**src/rtl/multicycle_control_pkg.sv**
```systemverilog
// Shared definitions for the multi-cycle control unit:
// opcodes, ALU flag codes, PC source codes, FSM states, op classes.
package multicycle_control_pkg;

  localparam logic [5:0] OP_ADD  = 6'b000000;
  localparam logic [5:0] OP_SUB  = 6'b000001;
  localparam logic [5:0] OP_ADDI = 6'b000010;
  localparam logic [5:0] OP_OR   = 6'b010000;
  localparam logic [5:0] OP_AND  = 6'b010001;
  localparam logic [5:0] OP_ORI  = 6'b010010;
  localparam logic [5:0] OP_SW   = 6'b100110;
  localparam logic [5:0] OP_LW   = 6'b100111;
  localparam logic [5:0] OP_BEQ  = 6'b110000;
  localparam logic [5:0] OP_J    = 6'b111000;
  localparam logic [5:0] OP_HALT = 6'b111111;

  localparam logic [2:0] ALU_ADD = 3'b000;
  localparam logic [2:0] ALU_SUB = 3'b001;
  localparam logic [2:0] ALU_OR  = 3'b011;
  localparam logic [2:0] ALU_AND = 3'b100;

  localparam logic [1:0] PC_NEXT = 2'b00;
  localparam logic [1:0] PC_BR   = 2'b01;
  localparam logic [1:0] PC_JMP  = 2'b10;

  typedef enum logic [3:0] {
    S_IF     = 4'd0,
    S_ID     = 4'd1,
    S_EXE_AL = 4'd2,
    S_WB_AL  = 4'd3,
    S_EXE_BR = 4'd4,
    S_EXE_LS = 4'd5,
    S_MEM    = 4'd6,
    S_WB_LD  = 4'd7,
    S_HALT   = 4'd8
  } state_e;

  typedef enum logic [2:0] {
    C_ALU  = 3'd0,
    C_BR   = 3'd1,
    C_LS   = 3'd2,
    C_J    = 3'd3,
    C_HALT = 3'd4,
    C_ILL  = 3'd5
  } op_class_e;

endpackage

```
**src/rtl/multicycle_control_decode.sv**
```systemverilog
// Combinational opcode decode: op -> ALU flag, ALUSrcB, RegDst,
// ExtSel and op class. Ports: op in; decoded controls out.
module multicycle_control_decode
  import multicycle_control_pkg::*;
(
  input  logic [5:0] op,
  output logic [2:0] alu_flag,
  output logic       alu_src_b,
  output logic       reg_dst,
  output logic       ext_sel,
  output op_class_e  op_class
);

  always_comb begin
    alu_flag  = ALU_ADD;
    alu_src_b = 1'b0;
    reg_dst   = 1'b0;
    ext_sel   = 1'b1;
    op_class  = C_ILL;
    case (op)
      OP_ADD: begin
        op_class = C_ALU;
        reg_dst  = 1'b1;
      end
      OP_SUB: begin
        op_class = C_ALU;
        alu_flag = ALU_SUB;
        reg_dst  = 1'b1;
      end
      OP_ADDI: begin
        op_class  = C_ALU;
        alu_src_b = 1'b1;
      end
      OP_OR: begin
        op_class = C_ALU;
        alu_flag = ALU_OR;
        reg_dst  = 1'b1;
      end
      OP_AND: begin
        op_class = C_ALU;
        alu_flag = ALU_AND;
        reg_dst  = 1'b1;
      end
      OP_ORI: begin
        op_class  = C_ALU;
        alu_flag  = ALU_OR;
        alu_src_b = 1'b1;
        ext_sel   = 1'b0;
      end
      OP_SW, OP_LW: op_class = C_LS;
      OP_BEQ: begin
        op_class = C_BR;
        alu_flag = ALU_SUB;
      end
      OP_J:    op_class = C_J;
      OP_HALT: op_class = C_HALT;
      default: op_class = C_ILL;
    endcase
  end

endmodule

```
**src/rtl/multicycle_control.sv**
```systemverilog
// Multi-cycle MIPS-subset control FSM: sequences IF/ID/EXE/MEM/WB,
// drives datapath strobes, counts retired instructions.
module multicycle_control
  import multicycle_control_pkg::*;
#(
  parameter int CNT_W = 32
) (
  input  logic             clk,
  input  logic             rst_n,
  input  logic [5:0]       opcode,
  input  logic             zero,
  output logic             PCWre,
  output logic [1:0]       PCSrc,
  output logic             InsMemRW,
  output logic             IRWre,
  output logic             ExtSel,
  output logic             ALUSrcB,
  output logic [2:0]       ALUFlag,
  output logic             RegWre,
  output logic             RegDst,
  output logic             mRD,
  output logic             mWR,
  output logic             DBDataSrc,
  output logic [3:0]       state,
  output logic             halted,
  output logic             illegal_op,
  output logic [CNT_W-1:0] instr_count
);

  state_e           state_q, state_d;
  logic [5:0]       op_q, op_q_d;
  logic [CNT_W-1:0] cnt_q, cnt_d;

  logic [5:0] dec_op;
  logic [2:0] dec_flag;
  logic       dec_src_b;
  logic       dec_reg_dst;
  logic       dec_ext;
  op_class_e  dec_class;

  // ID decodes the live IR; later phases use the latched op
  assign dec_op = (state_q == S_ID) ? opcode : op_q;

  multicycle_control_decode u_dec (
    .op        (dec_op),
    .alu_flag  (dec_flag),
    .alu_src_b (dec_src_b),
    .reg_dst   (dec_reg_dst),
    .ext_sel   (dec_ext),
    .op_class  (dec_class)
  );

  always_ff @(posedge clk or negedge rst_n) begin
    if (!rst_n) begin
      state_q <= S_IF;
      op_q    <= '0;
      cnt_q   <= '0;
    end else begin
      state_q <= state_d;
      op_q    <= op_q_d;
      cnt_q   <= cnt_d;
    end
  end

  always_comb begin
    state_d    = state_q;
    op_q_d     = op_q;
    PCWre      = 1'b0;
    PCSrc      = PC_NEXT;
    InsMemRW   = 1'b0;
    IRWre      = 1'b0;
    ExtSel     = 1'b0;
    ALUSrcB    = 1'b0;
    ALUFlag    = ALU_ADD;
    RegWre     = 1'b0;
    RegDst     = 1'b0;
    mRD        = 1'b0;
    mWR        = 1'b0;
    DBDataSrc  = 1'b0;
    halted     = 1'b0;
    illegal_op = 1'b0;
    unique case (state_q)
      S_IF: begin
        InsMemRW = 1'b1;
        IRWre    = 1'b1;
        state_d  = S_ID;
      end
      S_ID: begin
        ExtSel = dec_ext;
        op_q_d = opcode;
        unique case (dec_class)
          C_ALU:  state_d = S_EXE_AL;
          C_BR:   state_d = S_EXE_BR;
          C_LS:   state_d = S_EXE_LS;
          C_HALT: state_d = S_HALT;
          C_J: begin
            PCWre   = 1'b1;
            PCSrc   = PC_JMP;
            state_d = S_IF;
          end
          default: begin
            PCWre      = 1'b1;
            illegal_op = 1'b1;
            state_d    = S_IF;
          end
        endcase
      end
      S_EXE_AL: begin
        ExtSel  = dec_ext;
        ALUSrcB = dec_src_b;
        ALUFlag = dec_flag;
        state_d = S_WB_AL;
      end
      S_WB_AL: begin
        ExtSel  = dec_ext;
        ALUSrcB = dec_src_b;
        ALUFlag = dec_flag;
        RegWre  = 1'b1;
        RegDst  = dec_reg_dst;
        PCWre   = 1'b1;
        state_d = S_IF;
      end
      S_EXE_BR: begin
        ExtSel  = dec_ext;
        ALUFlag = ALU_SUB;
        PCWre   = 1'b1;
        // branch target chosen from this cycle's compare result
        PCSrc   = zero ? PC_BR : PC_NEXT;
        state_d = S_IF;
      end
      S_EXE_LS: begin
        ExtSel  = dec_ext;
        ALUSrcB = 1'b1;
        state_d = S_MEM;
      end
      S_MEM: begin
        ExtSel  = dec_ext;
        ALUSrcB = 1'b1;
        if (op_q == OP_SW) begin
          mWR     = 1'b1;
          PCWre   = 1'b1;
          state_d = S_IF;
        end else begin
          mRD     = 1'b1;
          state_d = S_WB_LD;
        end
      end
      S_WB_LD: begin
        ExtSel    = dec_ext;
        ALUSrcB   = 1'b1;
        RegWre    = 1'b1;
        DBDataSrc = 1'b1;
        PCWre     = 1'b1;
        state_d   = S_IF;
      end
      S_HALT: begin
        ExtSel = dec_ext;
        halted = 1'b1;
      end
      default: state_d = S_IF;
    endcase
    cnt_d = PCWre ? cnt_q + CNT_W'(1) : cnt_q;
  end

  assign state       = state_q;
  assign instr_count = cnt_q;

endmodule
```
**config.mk**
```make
export PLATFORM = sky130hd
export DESIGN_NAME = multicycle_control
export DESIGN_NICKNAME = d
export VERILOG_FILES = /design/src/rtl/multicycle_control_pkg.sv /design/src/rtl/multicycle_control_decode.sv /design/src/rtl/multicycle_control.sv
export SDC_FILE = /design/constraint.sdc
export NUM_CORES = 1
export LEC_CHECK = 0
export ABC_AREA = 1
export CORE_UTILIZATION = 51
export DETAILED_ROUTE_END_ITERATION = 8
export PLACE_DENSITY = 0.8
export SLEW_MARGIN = 20
export SYNTH_ARGS = -nofsm -noshare
export SYNTH_HDL_FRONTEND = slang
export SYNTH_SLANG_ARGS = --single-unit
```
**constraint.sdc**
```tcl
create_clock -name clk -period 3.3 [get_ports clk]
set_input_delay 0.99 -clock clk [delete_from_list [all_inputs] [get_ports clk]]
set_output_delay 0.99 -clock clk [all_outputs]
set_load 0.05 [all_outputs]
```
After elaboration in Yosys (flattened, before gate mapping) --
Cells that the tools add are included.
Storage, ports and cells: register bits 42, bits in latches 0, RAM bits 0, bits in read-only memories 0, input port bits 9, output and inout port bits 53, logic and storage cells 71, memories 0
Operators by class: $add $sub $neg 1, multiply operators 0, divide/modulo/power cells 0, order comparisons 0, equal/unequal tests 23, shift operators 0, muxes and demuxes 28, bitwise operators 0, reductions and logical operators 16
Operators with widths (count):
- == test 6 bit, second input constant | 6
- adder 32 x 1 -> 32 bit, second input constant | 1
- case mux 4 bit (6 select lines) | 1
- == test 6 x 5 -> 1 bit, second input constant | 3
- 2-to-1 mux 1 bit | 17
- == test 4 x 3 -> 1 bit, second input constant | 4
- case mux 4 bit (4 select lines) | 1
- case mux 3 bit (5 select lines) | 1
- OR reduction 2 bit | 6
- case mux 3 bit (3 select lines) | 1
- == test 4 x 2 -> 1 bit, second input constant | 2
- OR reduction 4 bit | 2
- OR reduction 8 bit | 1
- == test 3 x 2 -> 1 bit, second input constant | 2
- == test 6 x 1 -> 1 bit, second input constant | 1
- == test 6 x 2 -> 1 bit, second input constant | 1
- logical NOT 6 bit | 1
- 2-to-1 mux 6 bit | 1
- case mux 3 bit (2 select lines) | 1
- OR reduction 3 bit | 2
- OR reduction 6 bit | 1
- OR reduction 5 bit | 1
- == test 4 x 1 -> 1 bit, second input constant | 1
- == test 4 bit, second input constant | 1
- other kinds (9) | 9

Longest topological paths before layout --
Gate-level depths: netlist of run 1.
depth after elaboration 9, depth in mapped cells 15, gate-level depth less buffers 14

By module --
Synthesis of run 1 repeated with hierarchy kept, for this count alone.
Unflattened totals: cell total of the unflattened synthesis 460, area total of the unflattened synthesis 2921.6 µm²
By module, submodules not included:
- multicycle_control | times used 1, cells each 420, area an instance 2722.6 µm², seq. area each 1051.0 µm²
- multicycle_control_decode | times used 1, cells each 40, area an instance 198.9 µm², seq. area each 0.0 µm²

Least setup slack after synthesis of run 1 --
Ideal clock, no wire load.
path type flip-flop to output port, start register state_q[0], in the netlist state[0], end output port ALUFlag[0], arrival time 2.966 ns, required time 2.310 ns, path slack -0.656 ns, stages on the path, launching flop included 11, buffers on the path 0, cells stage by stage dfrtp_1 -> inv_2 -> nor2_8 -> nand2_4 -> nand2_1 -> nand2_1 -> inv_1 -> nand3_1 -> nor3_1 -> nor2_1 -> nand2_1
Between the ends: longest elaborated chain between the ends 6, elaborated cells on any way between the ends 15, those cells by class eq/ne (9); mux (3); reduce/logical (3)
Ends and longest elaborated chain:
- start, declared | line multicycle_control.sv:30 | state_e state_q, state_d;
- start signal, assigned | line multicycle_control.sv:59 | state_q <= state_d;
- == test 4 x 1 -> 1 bit * | line multicycle_control.sv:42 | assign dec_op = (state_q == S_ID) ? opcode : op_q;
- 2-to-1 mux 6 bit *
- via dec_op[4] | line multicycle_control.sv:34 | logic [5:0] dec_op;
- == test 6 x 1 -> 1 bit (tied with other cells) | line multicycle_control_decode.sv:20 | case (op)
- OR reduction 2 bit (no line)
- case mux 3 bit (3 select lines) * | line multicycle_control_decode.sv:20
- case mux 3 bit (2 select lines) * | line multicycle_control.sv:82 | unique case (state_q)
- end, declared | line multicycle_control.sv:18 | output logic [2:0] ALUFlag,
The timed path passes the listed nets; every way through them passes the cells marked *.

Worst setup path in the final report of run 1 --
start input port opcode[3], end output port ALUFlag[0]
Between the ends: longest elaborated chain between the ends 5, elaborated cells on any way between the ends 10, those cells by class eq/ne (5); mux (3); reduce/logical (2)
Ends and longest elaborated chain:
- start, declared | line multicycle_control.sv:10 | input logic [5:0] opcode,
- 2-to-1 mux 6 bit *
- == test 6 x 1 -> 1 bit (tied with other cells) | line multicycle_control_decode.sv:20
- OR reduction 2 bit (no line)
- case mux 3 bit (3 select lines) * | line multicycle_control_decode.sv:20
- case mux 3 bit (2 select lines) * | line multicycle_control.sv:82
Every way passes the cells marked *; elsewhere a longest branch is shown, timed or not.

==> flow_summary.toml, run 1 <==
[worst_setup_path]
critPathKind = "in2out"
worstPathMaxFanout = 7
r2r_setup_slack_ps = 980
slowest_stage = "o31ai_4"
startpoint_type = "primary input"
arrival_ps = 2290
slowest_delay_ps = 250
cp-end-kind = "output port"
required_ps = 2310
crit_path_cell_trace = "clkdlybuf4s15_1 -> nand3b_1 -> nand2_4 -> nand4_1 -> o31ai_4 -> nand2_1 -> nand2_2 -> buf_12"

[global_routing]
grt_pass1_vias = 2814
grtUsageTotal_pct = 29.9
overflow = 0
grt_max_degree = 43
grt_pass1_wl_um = 13900
antenna_found_initial = 0

[final_layout]
final_common_cell = "nand2_1"
area_growth_pct = 39.9
final-seq-area_sq_um = 1050
multi_input_area_sq_um = 1670
fillers = 411
diodes = 0
nets = 500
final_cell_mix = "nand2_1, nand3_1, nor2_1, clkdlybuf4s50_1, dfrtp_1"
drive_gt1_share_pct = 16.1
final_util_pct = 75.8

[place]
place_hpwl_um = 6100
dpl_worst_slack_ps = -197
gp_congestion = 0.946
io_buffers = 61

[synthesis]
synth_fp_nets = 418
yosysWarningCount = 0
synthesis.area_sq_um = 2840
ys_seq_area_share_pct = 37.1
synth_cell_types = 28
ys_seq_elements = 42
avgSynthCellArea_sq_um = 6.95
netlist_instances = 408

[detailed_routing]
drc_errors = 0
drt-wirelength-per-cell_um = 14.9
firstDrtPassIters = 5
drt_iter0_markers = 270
drt-total-wl_um = 8380
avgViaCountPerCell = 5.51
vias = 3090
ant_nets = 0

[power]
swShare_pct = 54.2
pwr-share-comb_pct = 71.5
leakagePower_uw = 0.00198
power_density_nw_per_um2 = 930
p_int_uw = 1690
seqPwrFrac_pct = 19.0
p_switching_uw = 2000
ir_drop_v = 0.00164
clkPwrFrac_pct = 9.5

[sta]
slew_viol_final = 0
setup_violations = 0
tightest_slew_ps = 943
fin_crit_sh_pct = 99.4
rsz0062_at_grt = "yes"
tns_ps = 0
layout_min_cycle_time_ps = 3280
setup_ws_ps = 20.9
hold_viol = 0
holdWs_ps = 550
relSlewSlack_pct = 37.1
clock.fmax_mhz = 305
fin_skew_ps = 10.2

[cts]
cts.sinks = 42
clockBufferDepth = 2
htreeDepth = 2
cts_hold_buf = 0
cts-root-buf = "clkbuf_8"
clk_latency_ps = 300
clkSlewWorstSetupHoldPaths_ps = 80
cts_tree = "done"
cts_buffers = 5

[floorplanning]
ios = 62
die_w_um = 76.6
rows = 26
die_area_sq_um = 5860
fp.dieH_um = 76.6
initial_core_util_pct = 54.2
core_area_sq_um = 5240

[flow_run]
drv_cap = 0

[status]
status = "finished, final reports clean"

[hold_path]
worst_hold_path_type = "reg2reg"
## synth_stat cells
master,n,area [sq um]
nor2_2,3,18.8
nor4_1,7,43.8
xnor2_1,10,87.6
dfrtp_1,42,1050
inv_1,39,146
o2111ai_1,1,8.76
a21oi_1,1,5.00
nor2_8,1,20.0
o31ai_1,1,7.51
inv_2,3,11.3
clkbuf_1,3,11.3
nand3_1,46,230
a41oi_1,1,8.76
buf_4,5,37.5
buf_2,4,20.0
nor3_1,15,75.1
nand2_4,2,22.5
xor2_1,20,175
nand4_1,13,81.3
nand2_2,4,25.0
and3_1,1,6.26
o22ai_1,1,6.26
o21ai_0,1,5.00
ha_1,1,12.5
nor2_1,43,161
nand2_1,134,503
nand3_4,1,17.5
nand3b_1,5,37.5
## kinds of logic (layout without fill, tap and decap cells)
group / count (synthesis) / in the layout / share of synthesized area, %
simple gates: 275 / 275 / 43.8
xor+xnor: 30 / 30 / 9.26
fa+ha+maj: 1 / 1 / 0.441
flops: 42 / 42 / 37.1
buf+inv: 54 / 137 / 7.98
compound gates: 6 / 6 / 1.46
## path summary, 6_finish.rpt
path                                       from              end  depth (start not counted)
worst max-delay path                  opcode[3]       ALUFlag[0]                          8
worst min-delay path            instr_count[30]  instr_count[30]                          2
worst max register to register         state[2]  instr_count[22]                         13
worst min register to register  instr_count[30]  instr_count[30]                          2
max in group asynchronous                 rst_n         state[0]                          1
min in group asynchronous                 rst_n          op_q[2]                          1
## state kept, by name, indices dropped and copies added (netlist names)
register and cells:
op_q 6, state 4, instr_count 32
## worst max-delay path, delay by kind of cell
kind                   cells  cell delay [ps]
and+or+nand+nor            5              750
buffers and inverters      2              290
AOI/OAI and AO/OA          1              250
## per-stage QoR
| stage | cells | area [sq um] | total power, uW |
|---|---|---|---|
| 2_1_floorplan | 408 | 2850 | 2250 |
| 3_3_place_gp | 545 | 3710 | 3040 |
| 3_5_place_dp | 545 | 3710 | 3050 |
| 4_1_cts | 559 | 3930 | 3600 |
| 5_1_grt | 561 | 3970 | 3900 |
| 6_report | 561 | 3970 | 3690 |
## final cells by class
cell class                      count  area share (%)
Inverter                           42            4.04
Multi-Input combinational cell    312            42.0
Timing Repair Buffer               87            22.9
Tap cell                           70            2.21
Sequential cell                    42            26.6
Clock buffer                        7            2.18
Clock inverter                      1           0.126
## power by group through the flow
stage | Combinational (uW) | Clock, uW | Sequential [uW]
after floorplan | 1410 | 0 | 841
after global placement | 2340 | 0 | 700
after detailed placement | 2340 | 0 | 705
after CTS | 2550 | 354 | 698
after global routing | 2810 | 370 | 716
final | 2640 | 349 | 701
## routing by layer
metal / part of all wire [%] / vias to the layer above / global-route usage, %
li1: - / 1478 / -
met1: 49 / 1458 / 45.8
met2: 43 / 144 / 43.9
met3: 7.4 / 10 / 4.91
met4: 1.0 / 0 / 6.54
met5: 0 / - / 0
## repair_timing
item / 4_1_cts / 5_1_grt
buffers inserted: 6 / 2
cloned: 0 / 0
resized for setup: 31 / 13
hold endpoints to repair: 0 / 0
setup endpoints to repair: 8 / 10
pin swaps: 20 / 13
Note: power is estimated with default switching activity, not from simulation.
==> inputs of run 2 (changes only) <==
--- a/config.mk
+++ b/config.mk
@@ -6,6 +6,7 @@
 export NUM_CORES = 1
 export LEC_CHECK = 0
 export ABC_AREA = 1
+export CORE_ASPECT_RATIO = 0.8
 export CORE_UTILIZATION = 51
 export DETAILED_ROUTE_END_ITERATION = 8
 export PLACE_DENSITY = 0.8
==> run 2 against run 1 <==
  * Combinational power up 9.5%
  * Critical path depth rose by 3
  * Clock power shrank 3%
  * Core utilization rose by 3.4 points
  * Sequential share of layout area down 0.89 points
  * Critical endpoint is now PCWre
  * Largest power group unchanged
==> flow_summary.toml, run 2 (synthesis results as in run 1) <==
[final_layout]
final_area_sq_um = 4100
fillers = 378
largest_register_ffs = 32
instances_no_fill = 573
final_util_pct = 79.2
area_growth_pct = 44.6
final-seq-area_sq_um = 1050
nets = 520
drive_gt1_share_pct = 20.4
final_common_cell = "nand2_1"
diodes = 0
final_cell_mix = "nand2_1, buf_4, nand3_1, clkdlybuf4s50_1, dfrtp_1"
multi_input_area_sq_um = 1670

[worst_setup_path]
crit_path_cell_trace = "dlygate4sd2_1 -> nand3b_1 -> nand2_2 -> nand2_1 -> nor2_2 -> nand2_2 -> nand2_1 -> inv_2 -> nand3_4 -> nand2_4 -> buf_12"
reg2reg_to = "state[0]"
rr_worst_depth = 20
r2r-start = "state[0]"
required_ps = 2310
slowest_stage = "dlygate4sd2_1"
slowest_delay_ps = 230
r2r_setup_slack_ps = 170
cp-end-kind = "output port"
worstPathMaxFanout = 3
arrival_ps = 2290
crit_path_end = "PCWre"
critPathKind = "in2out"
worstSetupStartpoint = "opcode[4]"
startpoint_type = "primary input"

[global_routing]
antenna_found_initial = 0
grt_pass1_wl_um = 13500
grtUsageTotal_pct = 30.5
grt_pass1_vias = 2601
overflow = 0
grt_max_degree = 43

[cts]
htreeDepth = 2
cts-root-buf = "clkbuf_8"
clk_latency_ps = 300
clkSlewWorstSetupHoldPaths_ps = 70
cts_tree = "done"
clockBufferDepth = 2
cts.sinks = 42
cts_buffers = 5

[floorplanning]
fp.dieH_um = 68.7
ios = 62
initial_core_util_pct = 54.8
die_w_um = 85.4
core_area_sq_um = 5180
rows = 23
die_area_sq_um = 5870

[flow_run]
drv_cap = 0

[place]
dp.cells = 538
io_buffers = 61
dpl_worst_slack_ps = -167
gp_congestion = 0.945
place_area_sq_um = 3700
place_hpwl_um = 6350

[detailed_routing]
ant_nets = 0
firstDrtPassIters = 5
drt-wirelength-per-cell_um = 15.7
drt_iter0_markers = 294
drt-total-wl_um = 9000
drc_errors = 0
vias = 3153
avgViaCountPerCell = 5.50

[hold_path]
worst_hold_path_type = "reg2reg"

[sta]
fin_skew_ps = 4.92
hold_viol = 0
layout_min_cycle_time_ps = 3280
slew_viol_final = 0
rsz0062_at_grt = "yes"
tightest_slew_ps = 953
setup_ws_ps = 15.4
fin_crit_sh_pct = 99.5
setup_violations = 0
clock.fmax_mhz = 304
relSlewSlack_pct = 36.5
holdWs_ps = 549

[status]
status = "finished, final reports clean"

[power]
leakagePower_uw = 0.00205
ir_drop_v = 0.00240
power_density_nw_per_um2 = 958
[run 2: power by group]
group / switching (uW) / internal (uW)
sequential: 93.6 / 606
combinational: 1810 / 1080
clock: 170 / 169
[run 2: how the worst min path moves through the flow]
stage	start	endpoint	slack, ps	cells past startpoint
after floorplan	op_q[1]	op_q[1]	540	2
after global placement	instr_count[30]	instr_count[30]	510	2
after detailed placement	instr_count[30]	instr_count[30]	530	2
after CTS	instr_count[30]	instr_count[30]	550	2
after global routing	instr_count[31]	instr_count[31]	610	2
final	instr_count[30]	instr_count[30]	550	2
[run 2: repair_timing]
item | in CTS | in global routing
gates resized for setup | 28 | 19
endpoints found under the setup margin | 9 | 9
pin swaps | 19 | 15
hold buffers | 0 | 0
endpoints found under the hold margin | 0 | 0
setup buffers | 15 | 12
[run 2: stage by stage]
step	setup TNS (ps)	total power [uW]
final	0	3930
after global routing	-148	4130
after CTS	0	3650
after detailed placement	-880	3070
after global placement	-857	3050
after floorplan	-219	2250
[run 2: area by class of cell]
type                    count  share of cell area, %
inverters                  42                   3.91
multi-input cells         312                   40.8
flip-flops and latches     42                   25.7
clock inverters             1                  0.122
repair buffers            107                   25.5
well taps                  62                   1.89
clock buffers               7                   2.11
[run 2: metal layers]
layer  global-route usage [%]  share of wire, %  vias up
li1                         -                 -     1521
met5                        0                 0        -
met4                     5.42               1.0        0
met2                     42.6                41      144
met3                     6.43               7.5       13
met1                     48.2                50     1475
[run 2: worst max-delay path, delay by kind of cell]
kind / cells / cell delay [ps]
and+or+nand+nor: 8 / 890
buffers and inverters: 3 / 420
